**src/rtl/vga_bus_arbiter.sv**
```systemverilog
// Two-port round-robin owner of the VGA (ISA-style) bus. Each granted request runs one
// complete bus cycle: address/BALE setup, command strobe (WAIT-stretched for memory),
// hold, then recovery before the next grant. All bus outputs are registered.
module vga_bus_arbiter #(
    parameter int unsigned SETUP_CYC   = 3,
    parameter int unsigned CMD_CYC     = 3,
    parameter int unsigned HOLD_CYC    = 2,
    parameter int unsigned RECOVER_CYC = 2,
    parameter int unsigned TIMEOUT     = 255
) (
    input  logic        mclk,
    input  logic        reset,
    input  logic        req0,
    input  logic        io0,
    input  logic        rw0,
    input  logic        sa00,
    input  logic        sa120,
    input  logic [15:0] wdata0,
    input  logic        req1,
    input  logic        io1,
    input  logic        rw1,
    input  logic        sa01,
    input  logic        sa121,
    input  logic [15:0] wdata1,
    output logic        gnt0,
    output logic        gnt1,
    output logic        done0,
    output logic        done1,
    output logic [15:0] rdata,
    output logic        err,
    output logic        BALE,
    output logic        IOR,
    output logic        IOW,
    output logic        MEMR,
    output logic        MEMW,
    output logic        SA0,
    output logic        SA12,
    output logic [15:0] DG_OUT,
    output logic        DG_OE,
    input  logic [15:0] DG_IN,
    input  logic        WAIT
);

    // Phase lengths must fit the 8-bit phase counter.
    localparam int unsigned CW = 8;
    localparam int unsigned WW = $clog2(TIMEOUT + 1);

    typedef enum logic [2:0] {StIdle, StSetup, StCmd, StHold, StRecover} state_e;

    state_e        state_q, state_d;
    logic [CW-1:0] cnt_q, cnt_d;
    logic [WW-1:0] wcnt_q, wcnt_d;
    logic          port_q, port_d;
    logic          last_q, last_d;
    logic          io_q, io_d;
    logic          rw_q, rw_d;
    logic          abort_q, abort_d;
    logic          bale_q, bale_d;
    logic [3:0]    strb_q, strb_d;   // active-low {MEMW, MEMR, IOW, IOR}
    logic          sa0_q, sa0_d;
    logic          sa12_q, sa12_d;
    logic [15:0]   dg_out_q, dg_out_d;
    logic          dg_oe_q, dg_oe_d;
    logic [15:0]   rdata_q, rdata_d;
    logic [1:0]    gnt_q, gnt_d;
    logic [1:0]    done_q, done_d;
    logic          err_q, err_d;
    logic          pick;
    logic [3:0]    strb_sel;

    // Next-state: arbitration in idle, then the fixed phase sequence of one bus cycle.
    always_comb begin
        state_d  = state_q;
        cnt_d    = cnt_q;
        wcnt_d   = wcnt_q;
        port_d   = port_q;
        last_d   = last_q;
        io_d     = io_q;
        rw_d     = rw_q;
        abort_d  = abort_q;
        bale_d   = bale_q;
        strb_d   = strb_q;
        sa0_d    = sa0_q;
        sa12_d   = sa12_q;
        dg_out_d = dg_out_q;
        dg_oe_d  = dg_oe_q;
        rdata_d  = rdata_q;
        gnt_d    = 2'b00;
        done_d   = 2'b00;
        err_d    = 1'b0;
        pick     = 1'b0;
        strb_sel = io_q ? (rw_q ? 4'b1110 : 4'b1101) : (rw_q ? 4'b1011 : 4'b0111);

        case (state_q)
            StIdle: begin
                if (req0 || req1) begin
                    // With both requesting, the port not granted last wins.
                    pick     = (req0 && req1) ? ~last_q : req1;
                    port_d   = pick;
                    last_d   = pick;
                    gnt_d    = pick ? 2'b10 : 2'b01;
                    io_d     = pick ? io1 : io0;
                    rw_d     = pick ? rw1 : rw0;
                    sa0_d    = pick ? sa01 : sa00;
                    sa12_d   = pick ? sa121 : sa120;
                    dg_out_d = pick ? wdata1 : wdata0;
                    dg_oe_d  = ~(pick ? rw1 : rw0);
                    bale_d   = 1'b0;
                    abort_d  = 1'b0;
                    wcnt_d   = '0;
                    cnt_d    = CW'(SETUP_CYC - 1);
                    state_d  = StSetup;
                end
            end
            StSetup: begin
                if (cnt_q == '0) begin
                    strb_d  = strb_sel;
                    cnt_d   = CW'(CMD_CYC - 1);
                    state_d = StCmd;
                end else begin
                    cnt_d = cnt_q - 1'b1;
                end
            end
            StCmd: begin
                if (cnt_q != '0) begin
                    cnt_d = cnt_q - 1'b1;
                end else if (io_q || WAIT) begin
                    strb_d  = 4'b1111;
                    if (rw_q) begin
                        rdata_d = DG_IN;
                    end
                    cnt_d   = CW'(HOLD_CYC - 1);
                    state_d = StHold;
                end else if (wcnt_q == WW'(TIMEOUT)) begin
                    // Memory never became ready: finish the cycle with an error.
                    strb_d  = 4'b1111;
                    rdata_d = 16'hFFFF;
                    abort_d = 1'b1;
                    cnt_d   = CW'(HOLD_CYC - 1);
                    state_d = StHold;
                end else begin
                    wcnt_d = wcnt_q + 1'b1;
                end
            end
            StHold: begin
                if (cnt_q == '0) begin
                    done_d  = port_q ? 2'b10 : 2'b01;
                    err_d   = abort_q;
                    bale_d  = 1'b1;
                    sa0_d   = 1'b1;
                    sa12_d  = 1'b1;
                    dg_oe_d = 1'b0;
                    cnt_d   = CW'(RECOVER_CYC - 1);
                    state_d = StRecover;
                end else begin
                    cnt_d = cnt_q - 1'b1;
                end
            end
            StRecover: begin
                if (cnt_q == '0) begin
                    state_d = StIdle;
                end else begin
                    cnt_d = cnt_q - 1'b1;
                end
            end
            default: state_d = StIdle;
        endcase
    end

    // State and output registers; reset returns the bus to idle and drops any cycle.
    always_ff @(posedge mclk) begin
        if (reset) begin
            state_q  <= StIdle;
            cnt_q    <= '0;
            wcnt_q   <= '0;
            port_q   <= 1'b0;
            last_q   <= 1'b1;
            io_q     <= 1'b0;
            rw_q     <= 1'b0;
            abort_q  <= 1'b0;
            bale_q   <= 1'b1;
            strb_q   <= 4'b1111;
            sa0_q    <= 1'b1;
            sa12_q   <= 1'b1;
            dg_out_q <= 16'h0000;
            dg_oe_q  <= 1'b0;
            rdata_q  <= 16'hFFFF;
            gnt_q    <= 2'b00;
            done_q   <= 2'b00;
            err_q    <= 1'b0;
        end else begin
            state_q  <= state_d;
            cnt_q    <= cnt_d;
            wcnt_q   <= wcnt_d;
            port_q   <= port_d;
            last_q   <= last_d;
            io_q     <= io_d;
            rw_q     <= rw_d;
            abort_q  <= abort_d;
            bale_q   <= bale_d;
            strb_q   <= strb_d;
            sa0_q    <= sa0_d;
            sa12_q   <= sa12_d;
            dg_out_q <= dg_out_d;
            dg_oe_q  <= dg_oe_d;
            rdata_q  <= rdata_d;
            gnt_q    <= gnt_d;
            done_q   <= done_d;
            err_q    <= err_d;
        end
    end

    assign gnt0   = gnt_q[0];
    assign gnt1   = gnt_q[1];
    assign done0  = done_q[0];
    assign done1  = done_q[1];
    assign err    = err_q;
    assign rdata  = rdata_q;
    assign BALE   = bale_q;
    assign IOR    = strb_q[0];
    assign IOW    = strb_q[1];
    assign MEMR   = strb_q[2];
    assign MEMW   = strb_q[3];
    assign SA0    = sa0_q;
    assign SA12   = sa12_q;
    assign DG_OUT = dg_out_q;
    assign DG_OE  = dg_oe_q;

endmodule
```
**config.mk**
```make
export PLATFORM = sky130hd
export DESIGN_NAME = vga_bus_arbiter
export DESIGN_NICKNAME = d
export VERILOG_FILES = /design/src/rtl/vga_bus_arbiter.sv
export SDC_FILE = /design/constraint.sdc
export NUM_CORES = 1
export LEC_CHECK = 0
export BUFFER_PORTS_ARGS = -buffer_cell sky130_fd_sc_hd__buf_2
export CAP_MARGIN = 40
export CORE_UTILIZATION = 40
export DETAILED_ROUTE_END_ITERATION = 6
export PLACE_DENSITY = 0.73
export SYNTH_ARGS = -nofsm -noshare
export SYNTH_HDL_FRONTEND = slang
export SYNTH_SLANG_ARGS = --single-unit
```
**constraint.sdc**
```tcl
create_clock -name mclk -period 2.8 [get_ports mclk]
set_input_delay 0.7 -clock mclk [delete_from_list [all_inputs] [get_ports mclk]]
set_output_delay 0.7 -clock mclk [all_outputs]
set_load 0.01 [all_outputs]
```
# [After elaboration in Yosys (flattened, before gate mapping)]
# Cells that the tools add are included.
[op_classes] n_addsub=2 n_eq_ne=17 n_mux=54 bitwise=7 reduce_logical=21
[ops] cell="8-bit two-way mux" count=11
[ops] cell="16-bit two-way mux" count=4
[ops] cell="8-bit case mux with 5 select lines" count=1
[ops] cell="4-bit two-way mux" count=6
[ops] cell="3-bit two-way mux" count=7
[ops] cell="2-bit inequality test, second input constant" count=10
[ops] cell="8-bit case mux with 2 select lines" count=1
[ops] cell="3-bit case mux with 5 select lines" count=1
[ops] cell="1-bit two-way mux" count=14
[ops] cell="4-bit AND reduction" count=3
[ops] cell="1-bit case mux with 2 select lines" count=5
[ops] cell="5-bit AND reduction" count=2
[ops] cell="8-bit by 1-bit adder with 8-bit output, second input constant" count=1
[ops] cell="8-bit == test, second input constant" count=1
[ops] cell="8-bit logical NOT" count=1
[ops] cell="4-bit case mux with 2 select lines" count=1
[ops] cell="2-bit nonzero test" count=4
[ops] cell="8-bit nonzero test" count=1
[ops] cell="8-bit by 1-bit subtractor with 8-bit output, second input constant" count=1
[ops] cell="1-bit NOT" count=7
[ops] cell="3-bit by 2-bit == test with 1-bit output, second input constant" count=2
[ops] cell="2-bit two-way mux" count=3
[ops] cell="6-bit AND reduction" count=1
[ops] cell="3-bit OR reduction" count=2
[ops] cell="10 further kinds" count=11
[word_totals] register_bits=69 inputBits=61 output_inout_bits=45 word_cells=119

# [Longest topological paths before layout]
# Gate-level depths: netlist of the first run.
[depth] ltp_word=6 mapped_depth=9 ltp_nobuf=7

# [Worst setup path after synthesis of the first run]
# No wires, ideal clock.
[synth_path] path_kind="input -> register" startpoint="in WAIT" endpoint="reg wcnt_q[5]" setup_ps=116 arrival_time_ps=1896 t_required_ps=2684 path_slack_ps=788 path_stages=6 path_buffers=1 path_cell_list="nor2_1 -> buf_2 -> o21ai_1 -> a211oi_2 -> a31oi_1 -> a41o_1"
[synth_between] elab_chain_cells=3
[synth_lines] item="from (decl)" line="41" text="input logic WAIT"
[synth_lines] item="1-bit logical OR" line="127" text="end else if (io_q || WAIT) begin"
[synth_lines] item="2-bit inequality test (no source line)"
[synth_lines] item="5-bit AND reduction (no source line)"
[synth_lines] item="to (signal assigned)" line="194" text="wcnt_q <= wcnt_d;"
[synth_lines] item="to (decl)" line="52" text="logic [WW-1:0] wcnt_q, wcnt_d;"
# Every way passes these cells.
# A chain may end at the register's enable or synchronous reset.

# [Final worst setup path of the first run]
[layout_path] startpoint="reg cnt_q[0]" endpoint="reg rdata_q[7], in the netlist rdata[7]"
[layout_between] elab_chain_cells=3
[layout_lines] item="from (decl)" line="51" text="logic [CW-1:0] cnt_q, cnt_d;"
[layout_lines] item="from (signal assigned)" line="193" text="cnt_q <= cnt_d;"
[layout_lines] item="8-bit nonzero test" line="125" text="if (cnt_q != '0) begin"
[layout_lines] item="1-bit NOT (no source line)"
[layout_lines] item="4-bit AND reduction (no source line)"
[layout_lines] item="to (signal assigned)" line="206" text="rdata_q <= rdata_d;"
[layout_lines] item="to (decl)" line="64" text="logic [15:0] rdata_q, rdata_d;"
# Every way passes these cells.

==> results.md, run 1 <==
* Vias in the first global route at 2730
* # hold bufs at CTS at 0
* DP HPWL at 5.27 mm
* Routed Antenna Nets at 0
* # IOs at 106
* DRC at 0
* Final min period at 2.34 ns
* Startpoint Class: flop
* Top cell type's share of synthesized area at 42.8%
* Compound-gate portion of the synthesized area at 18.6%
* Tot GR Track Use at 17.9%
* Grt total ovfl at 0
* DRT Wirelength at 7.24 mm
* Slowest cell on crit path: or4b_1
* Total iterations of the first detailed-routing run at 4
* Per-cell routed wire length at 12.9 µm
* Port buffer count at 105
* Initial core utilization at 41.6%
* Core footprint at 7770 µm²
* Gate power share at 39.7%
* Largest family of logic cells by synthesized area: simple AND/OR/NAND/NOR gates
* R2R Path Start: cnt_q[0]$_SDFFE_PP0P_
* Critical Path End: rdata[7]$_SDFFE_PP1P_
* Crit Reg-Reg Endpoint: rdata[7]$_SDFFE_PP1P_
* Total number of vias at 2915
* TNS Setup at 0 ns
* Crit path capture type: flop
* Worst hold path type: reg2reg
* Simple-gate area share of the yosys netlist at 24.6%
* Initial antenna violation count at 0
* Total internal power at 0.00221 W
* Skew-Pair Late Insertion Delay at 0.34 ns
* Worst Path Class, Setup: reg2reg
* # clock sinks at 69
* NetSw at 0.00144 W
* Post_cts resized at 0
* Largest net degree at the start of global routing at 41
* Status: finished, final reports clean
* Worst setup path startpoint: cnt_q[0]$_SDFFE_PP0P_
* Max-cap viol count at 0
* Num CTS Buffers at 9
* Mapped cell area at 3230 µm²
* Htree depth at 3
* Unique cell type count in the Yosys netlist at 51
* YS warnings at 0
* Flop2flop setup slack at 0.46 ns
* Post-synthesis sequential area ratio at 42.8%
* Total Nets Final at 519
* Final hold slack at 0.462 ns
* Syn-to-layout area delta at 24.5%
* N_diodes at 0
* Die ar. at 8440 µm²
* CTS tree: done
* Syn Inst Count at 358
* Primary FF master, synth: dfxtp_1
* Sequential power share at 38.3%
* Gpl congestion at 0.847
* Final Skew at 0.00991 ns
* Die X-Extent at 91.9 µm
* First-pass GRT wire length at 12.2 mm
* Chip height at 91.9 µm
* Bufs on Longest Clock Path at 2
* Setup Fix Bufs, Post-CTS at 0
* Ys async rst share at 0%
* Cells along the critical path: inv_1 -> ha_1 -> or4b_1 -> nor2_8 -> o2111a_4 -> nor3b_2 -> o21ai_1
* CP required at 3.01 ns
* Top-count cell post-synth: dfxtp_1
* Synth area leader: dfxtp_1
* Final period utilization at 83.6%
* Row count at 32
* Net Count, Synth at 421
* Synth Area in Adders at 0.775%
* Sw frac at 39.4%
* Clk slew on worst S/H paths at 0.08 ns
* Cell Pwr Density at 906 nW/µm²
* Area contributors post-synth: dfxtp_1, mux2i_1, nor2_1
* Final Max Slew Viols at 0
* Max incr delay on CP at 0.64 ns
* Pleak at 1.71 nW
* Clock Power Share at 22.0%
* Final hold vios at 0
* Root buf cell: clkbuf_8
* Post-synthesis average cell area at 9.02 µm²
* Final setup vio count at 0
* Worst IR drop on VDD at 0.477 mV
* Vias per inst at 5.18
* Crit path max fanout at 32
* Reg2reg path depth at 7
* RSZ-0062 raised after global routing: no
* Synth Register Bits at 69
* Post-synth EDFFs at 0
* Max_slew headroom at 61.4%
* Synth Area in XOR/XNOR at 1.63%
* Worst slew pin tran at 0.579 ns
* CP arrival at 2.55 ns
* Share of post-route cells with drive strength above 1 at 33.4%
* Max frequency at 427 MHz
* Multiplexer share of the synthesized area at 7.44%
* Initial DRC Count at 150
* Leading cell types by count after synthesis: dfxtp_1, nor2_1, mux2i_1
## cells by family after synthesis
| logic type | after synthesis |
|---|---|
| simple gates | 139 |
| compound gates | 88 |
| flops | 69 |
| buf+inv | 30 |
| mux | 24 |
| xor+xnor | 6 |
| fa+ha+maj | 2 |
## critical path, delay by kind of cell (launching register included)
kind / cells / cell delay, ns
AO/OA/AOI/OAI: 2 / 0.47
adder cells (fa/ha/maj): 1 / 0.22
buffers and inverters: 1 / 0.08
flip-flops: 1 / 0.35
AND/OR/NAND/NOR: 3 / 1.09
## power by group through the flow
stage               Sequential, W  Combinational (W)  Clock, W
detailed placement        0.00141            0.00145         0
global placement          0.00140            0.00142         0
finish                    0.00139            0.00145  0.000802
global route              0.00143            0.00162  0.000872
floorplan                 0.00142            0.00105         0
CTS                       0.00139            0.00146  0.000823
## routing by layer
layer / vias to the layer above / share of wire (%) / track usage, %
li1: 1490 / - / -
met1: 1299 / 48 / 24.0
met2: 119 / 42 / 27.5
met3: 7 / 8.3 / 4.39
met4: 0 / 1.1 / 6.90
met5: - / 0 / 0
## registers in the layout, summed over array words and instances, names as in the netlist, 2 cells and up
| name | flops |
|---|---|
| DG_OUT | 16 |
| cnt_q | 8 |
| done_q | 2 |
| gnt_q | 2 |
| rdata | 16 |
| state_q | 3 |
| strb_q | 4 |
| wcnt_q | 8 |
## final cells by class
class,instances,area [µm²]
inverter,6,22.5
clock inverter,7,75.1
timing repair buffer,111,571
fill,760,3740
sequential,69,1380
tap,102,128
multi-input combinational,259,1720
clock buffer,9,124
## per-stage QoR
step                area (µm²)  worst slack, ns  util (%)  power, W  std cells
floorplan                 3230            0.788         -   0.00247        358
global placement          3820            0.559      49.2   0.00282        547
detailed placement        3820            0.488      49.2   0.00286        547
CTS                       4020            0.469      51.8   0.00367        563
global route              4020            0.291      51.8   0.00391        563
finish                    4020            0.460      51.8   0.00364        563
## cell usage in the layout, fill, tap and decap left out, types with 4 or more instances in the layout
cell        n
buf_2     105
dfxtp_1    69
nor2_1     51
mux2i_1    24
nand2_1    21
a211oi_1   19
o21ai_1    18
a21oi_1    17
nor3b_2    15
nor3_1     11
nand3_1    10
o21ai_0    10
clkbuf_8    9
inv_1       6
nor3b_1     6
buf_4       6
xnor2_1     5
nor2b_1     4
## how the worst min path moves through the flow
stage / startpoint / endpoint / slack, ns / cells past startpoint
global placement: port_q$_SDFFE_PP0P_ / done_q[0]$_SDFF_PP0_ / 0.44 / 1
floorplan: port_q$_SDFFE_PP0P_ / done_q[0]$_SDFF_PP0_ / 0.42 / 1
detailed placement: port_q$_SDFFE_PP0P_ / done_q[0]$_SDFF_PP0_ / 0.45 / 1
global route: abort_q$_SDFFE_PP0P_ / err$_SDFF_PP0_ / 0.49 / 1
CTS: port_q$_SDFFE_PP0P_ / done_q[0]$_SDFF_PP0_ / 0.47 / 1
finish: port_q$_SDFFE_PP0P_ / done_q[0]$_SDFF_PP0_ / 0.46 / 1
Note: power is estimated with default switching activity, not from simulation.
==> run 2: changes to the inputs <==
--- a/config.mk
+++ b/config.mk
@@ -9,7 +9,7 @@
 export CAP_MARGIN = 40
 export CORE_UTILIZATION = 40
 export DETAILED_ROUTE_END_ITERATION = 6
-export PLACE_DENSITY = 0.73
+export PLACE_DENSITY = 0.75
 export SYNTH_ARGS = -nofsm -noshare
 export SYNTH_HDL_FRONTEND = slang
 export SYNTH_SLANG_ARGS = --single-unit
==> constraint.sdc (replaced) <==
create_clock -name mclk -period 2 [get_ports mclk]
set_input_delay 0.5 -clock mclk [delete_from_list [all_inputs] [get_ports mclk]]
set_output_delay 0.5 -clock mclk [all_outputs]
set_load 0.01 [all_outputs]
==> run 2 against run 1 <==
- first-iteration DRC count down 21%
- global-route usage up 2.1 points
- sequential share of layout area down 3.5 points
==> results.md, run 2 (synthesis gave the netlist of run 1 again) <==
* Status: finished, final reports clean
* Met2 GRT Util at 33.1%
* Grt total ovfl at 0
* Max incr delay on CP at 0.51 ns
* DRT Wirelength at 8.47 mm
* Final min period at 1.95 ns
* Syn-to-layout area delta at 38.5%
* Worst hold path type: in2reg
* Most frequent cells in the layout: buf_2, dfxtp_1, nor2_1, buf_4, mux2i_1
* Initial DRC Count at 119
* Core footprint at 7770 µm²
* Skew-Pair Late Insertion Delay at 0.35 ns
* Final setup vio count at 0
* RSZ-0062 raised after global routing: yes
* Worst slew pin tran at 0.487 ns
* Crit path capture type: flop
* Worst IR drop on VDD at 0.655 mV
* Final hold slack at 0.396 ns
* Initial core utilization at 41.6%
* Clock Power Share at 21.9%
* Total Nets Final at 556
* CP arrival at 2.22 ns
* Max frequency at 514 MHz
* Cell Pwr Density at 1340 nW/µm²
* # IOs at 106
* TNS Setup at 0 ns
* NetSw at 0.00232 W
* Most common cell after layout, fill and taps aside: buf_2
* Largest net degree at the start of global routing at 41
* First-pass GRT wire length at 13.4 mm
* Chip height at 91.9 µm
* Cells along the critical path: inv_1 -> ha_4 -> or4b_4 -> buf_6 -> o21ai_4 -> a22oi_2 -> nand2b_1 -> a21oi_1
* Gate power share at 45.8%
* CTS tree: done
* Slowest cell on crit path: or4b_4
* Bufs on Longest Clock Path at 2
* Die X-Extent at 91.9 µm
* Port buffer count at 105
* Initial antenna violation count at 0
* Gpl congestion at 0.904
* # clock sinks at 69
* Vias per inst at 5.20
* Total iterations of the first detailed-routing run at 4
* DP HPWL at 5.78 mm
* N_diodes at 0
* Max_slew headroom at 67.5%
* Worst Path Class, Setup: reg2reg
* Sequential power share at 32.3%
* Busiest layer in global routing: met2
* Num CTS Buffers at 9
* Crit path max fanout at 8
* CP required at 2.28 ns
* Root buf cell: clkbuf_8
* Tot GR Track Use at 19.9%
* Sw frac at 38.7%
* Per-cell routed wire length at 14.1 µm
* Share of post-route cells with drive strength above 1 at 40.6%
* M1 GR Usage at 25.0%
* Total number of vias at 3120
* Total internal power at 0.00367 W
* Row count at 32
* Clk slew on worst S/H paths at 0.08 ns
* # hold bufs at CTS at 0
* Final hold vios at 0
* DRC at 0
* Startpoint Class: flop
* Die ar. at 8440 µm²
* Vias in the first global route at 2897
* Routed Antenna Nets at 0
* Pleak at 1.94 nW
* Htree depth at 3
* Final Max Slew Viols at 0
* Final period utilization at 97.3%
* Met3 GRT Util at 5.06%
* Max-cap viol count at 0
* Final Skew at 0.00777 ns
==> run 2: cell count changes in the layout (fill, tap and decap cells not counted), sizes merged <==
cell      change
buf          +34
inv           +3
o2111a        +3
clkinv        -2
clkinvlp      -2
bufinv        +1
==> run 2: final cells by class <==
type	count	area, µm²
fill	694	3290
multi-input combinational	262	1850
sequential	69	1380
timing repair buffer	145	858
tap	102	128
clock buffer	9	124
clock inverter	7	105
inverter	6	22.5
==> run 2: path summary, 6_finish.rpt <==
| check | startpoint | to | slack, ns | cells after the start |
|---|---|---|---|---|
| max | cnt_q[1]$_SDFFE_PP0P_ | cnt_q[1]$_SDFFE_PP0P_ | 0.05 | 8 |
| min | DG_IN[15] | rdata[15]$_SDFFE_PP1P_ | 0.40 | 3 |
| max reg2reg | cnt_q[1]$_SDFFE_PP0P_ | cnt_q[1]$_SDFFE_PP0P_ | 0.05 | 8 |
| min reg2reg | port_q$_SDFFE_PP0P_ | done_q[0]$_SDFF_PP0_ | 0.47 | 1 |
==> run 2: through the flow <==
| stage | instances | worst slack, ns | util (%) | area (µm²) | power [W] |
|---|---|---|---|---|---|
| finish | 600 | 0.0540 | 57.6 | 4470 | 0.00599 |
| global route | 600 | -0.0345 | 57.6 | 4470 | 0.00639 |
| CTS | 598 | 0.00218 | 56.4 | 4380 | 0.00587 |
| detailed placement | 577 | -0.138 | 52.4 | 4070 | 0.00439 |
| global placement | 577 | -0.0676 | 52.4 | 4070 | 0.00433 |
| floorplan | 358 | 0.00138 | - | 3230 | 0.00346 |
==> run 2: per-layer routing <==
layer	part of all wire [%]	vias to the layer above
met1	45	1410
met2	46	131
li1	-	1571
met3	7.5	8
met4	1.0	0
met5	0	-
==> run 2: timing repair <==
| item | in CTS | in global routing |
|---|---|---|
| pin swaps | 2 | 5 |
| endpoints found under the hold margin | 0 | 0 |
| resized for setup | 7 | 13 |
| endpoints found under the setup margin | 35 | 35 |
| setup buffers | 4 | 0 |
| gates cloned | 1 | 2 |
==> run 2: critical path, delay by kind of cell (launching register included) <==
family                   cells  cell delay, ns
AO/OA/AOI/OAI                3            0.46
adder cells (fa/ha/maj)      1            0.15
buffers and inverters        2            0.25
flip-flops                   1            0.32
AND/OR/NAND/NOR              2            0.68
==> run 2: power by group through the flow <==
stage | clock network [W] | registers (W) | logic (W)
floorplan | 0 | 0.00198 | 0.00147
global placement | 0 | 0.00192 | 0.00241
detailed placement | 0 | 0.00193 | 0.00246
CTS | 0.00135 | 0.00192 | 0.00261
global route | 0.00140 | 0.00197 | 0.00302
finish | 0.00131 | 0.00194 | 0.00274
==> run 3: changes to the inputs <==
--- a/config.mk
+++ b/config.mk
@@ -7,6 +7,7 @@
 export LEC_CHECK = 0
 export BUFFER_PORTS_ARGS = -buffer_cell sky130_fd_sc_hd__buf_2
 export CAP_MARGIN = 40
+export CORE_ASPECT_RATIO = 1.25
 export CORE_UTILIZATION = 40
 export DETAILED_ROUTE_END_ITERATION = 6
 export PLACE_DENSITY = 0.75
==> run 3 against run 2 <==
- count of clock-buffer cells in the layout rose by 1
- setup slack improved by 0.0099 ns
- hold slack improved by 0.0060 ns
- maximum frequency rose by 0.51%
- total power fell by 5.7%
- clock skew barely moved
- sequential share of layout area rose by 0.82 points
- sequential power fell by 2%
- routed wire length fell by 1.9%
- critical path depth rose by 1
- register-to-register slack barely moved
- largest power group unchanged
==> results.md, run 3 (synthesis gave the netlist of run 1 again) <==
* Bufs on Longest Clock Path at 2
* Final period utilization at 96.8%
* Reg2reg path depth at 9
* Cell Pwr Density at 1300 nW/µm²
* CTS tree: done
* Initial core utilization at 41.5%
* Initial DRC Count at 92
* CP required at 2.23 ns
* Worst IR drop on VDD at 0.670 mV
* Crit path max fanout at 5
* First-pass GRT wire length at 12.2 mm
* DP Area at 4070 µm²
* Slowest cell on crit path: a2111oi_4
* Die X-Extent at 82.4 µm
* Gpl congestion at 0.985
* Max incr delay on CP at 0.35 ns
* Worst slew pin tran at 0.519 ns
* CP arrival at 2.17 ns
* CP dominant cell by count: buf_4
* RSZ-0062 raised after global routing: yes
* Initial antenna violation count at 0
* Die ar. at 8440 µm²
* Grt total ovfl at 0
* Power consumption at 0.00564 W
* Cells along the critical path: inv_2 -> ha_4 -> nor4b_4 -> buf_4 -> a32oi_1 -> buf_4 -> a2111oi_4 -> xnor2_1 -> nor2_1
* Row count at 36
* Most common cell after layout, fill and taps aside: buf_2
* Hold Path Depth at 3
* Startpoint Class: flop
* Status: finished, final reports clean
* Most frequent cells in the layout: buf_2, dfxtp_1, nor2_1, buf_4, mux2i_1
* Root buf cell: clkbuf_8
* Final Skew at 0.00758 ns
* Vias per inst at 5.24
* Per-cell routed wire length at 14.1 µm
* DRT Wirelength at 8.31 mm
* Worst Path Class, Setup: reg2reg
* Final hold vios at 0
* Final setup vio count at 0
* Crit path depth at 9
* Max-cap viol count at 0
* Finished Cell Area at 4360 µm²
* # hold bufs at CTS at 0
* Core footprint at 7790 µm²
* # IOs at 106
* Routed Antenna Nets at 0
* Share of post-route cells with drive strength above 1 at 39.3%
* Port buffer count at 105
* Chip height at 102 µm
* # clock sinks at 69
* Tot GR Track Use at 19.0%
* Final min period at 1.94 ns
* Syn-to-layout area delta at 34.9%
* Htree depth at 3
* Max frequency at 516 MHz
* Max_slew headroom at 65.1%
* N_diodes at 0
* Total iterations of the first detailed-routing run at 5
* Vias in the first global route at 2744
* Clk slew on worst S/H paths at 0.07 ns
* Top Family by Delay on Critical Path: buffers and inverters
* Num CTS Buffers at 9
* Final Max Slew Viols at 0
* Skew-Pair Late Insertion Delay at 0.35 ns
* Crit path capture type: flop
* Worst Path Buf+Inv at 3
* Pleak at 1.91 nW
* Total Nets Final at 553
* Largest net degree at the start of global routing at 39
* Total number of vias at 3087
* DRC at 0
* DP HPWL at 5.84 mm
* Worst hold path type: in2reg
## run 3: routing by layer
| layer | vias to the layer above | GRT usage [%] | part of all wire (%) |
|---|---|---|---|
| met5 | - | 0 | 0 |
| met3 | 9 | 4.91 | 6.6 |
| met4 | 0 | 6.07 | 0.89 |
| met1 | 1430 | 22.7 | 42 |
| li1 | 1556 | - | - |
| met2 | 92 | 32.7 | 50 |
## run 3: final cells by class
cell class	count	area, µm²
clock buffer	10	128
sequential	69	1380
inverter	6	22.5
fill	704	3430
multi-input combinational	260	1800
tap	95	119
timing repair buffer	144	851
clock inverter	5	52.6
## run 3: path summary, 6_finish.rpt
kind              slack [ns]             startpoint                     end
setup / recovery        0.06  cnt_q[0]$_SDFFE_PP0P_  wcnt_q[6]$_SDFFE_PP0P_
hold / removal          0.40               DG_IN[2]   rdata[2]$_SDFFE_PP1P_
setup reg to reg        0.06  cnt_q[0]$_SDFFE_PP0P_  wcnt_q[6]$_SDFFE_PP0P_
hold reg to reg         0.46    port_q$_SDFFE_PP0P_    done_q[0]$_SDFF_PP0_
## run 3: what timing repair did
item                       in CTS  in global routing
buffers inserted                2                  0
pin swaps                       1                  3
resized for setup               6                 12
setup endpoints to repair      31                 34
gates cloned                    1                  0
## run 3: worst reg2reg max path: stages (launching register included)
cell and delay (ns):
dfxtp_1 0.32, inv_2 0.07, ha_4 0.15, nor4b_4 0.25
buf_4 0.17, a32oi_1 0.09, buf_4 0.20, a2111oi_4 0.35
xnor2_1 0.17, nor2_1 0.05
## run 3: per-stage QoR
step / cells / utilization, % / setup TNS [ns] / hold WS, ns / setup slack [ns]
finish: 589 / 55.9 / 0 / 0.402 / 0.0639
global route: 589 / 55.9 / -0.0831 / 0.411 / -0.0352
CTS: 589 / 55.3 / 0 / 0.403 / 0.0104
detailed placement: 571 / 52.3 / -2.21 / 0.437 / -0.133
global placement: 571 / 52.3 / -0.935 / 0.427 / -0.0550
floorplan: 358 / - / 0 / 0.417 / 0.00138
## run 3: power by group
part           switching [W]  leakage, nW  internal, W
clock network       0.000518       0.0919     0.000562
registers           0.000222        0.565      0.00168
logic                0.00144         1.25      0.00122
total                0.00218         1.91      0.00346
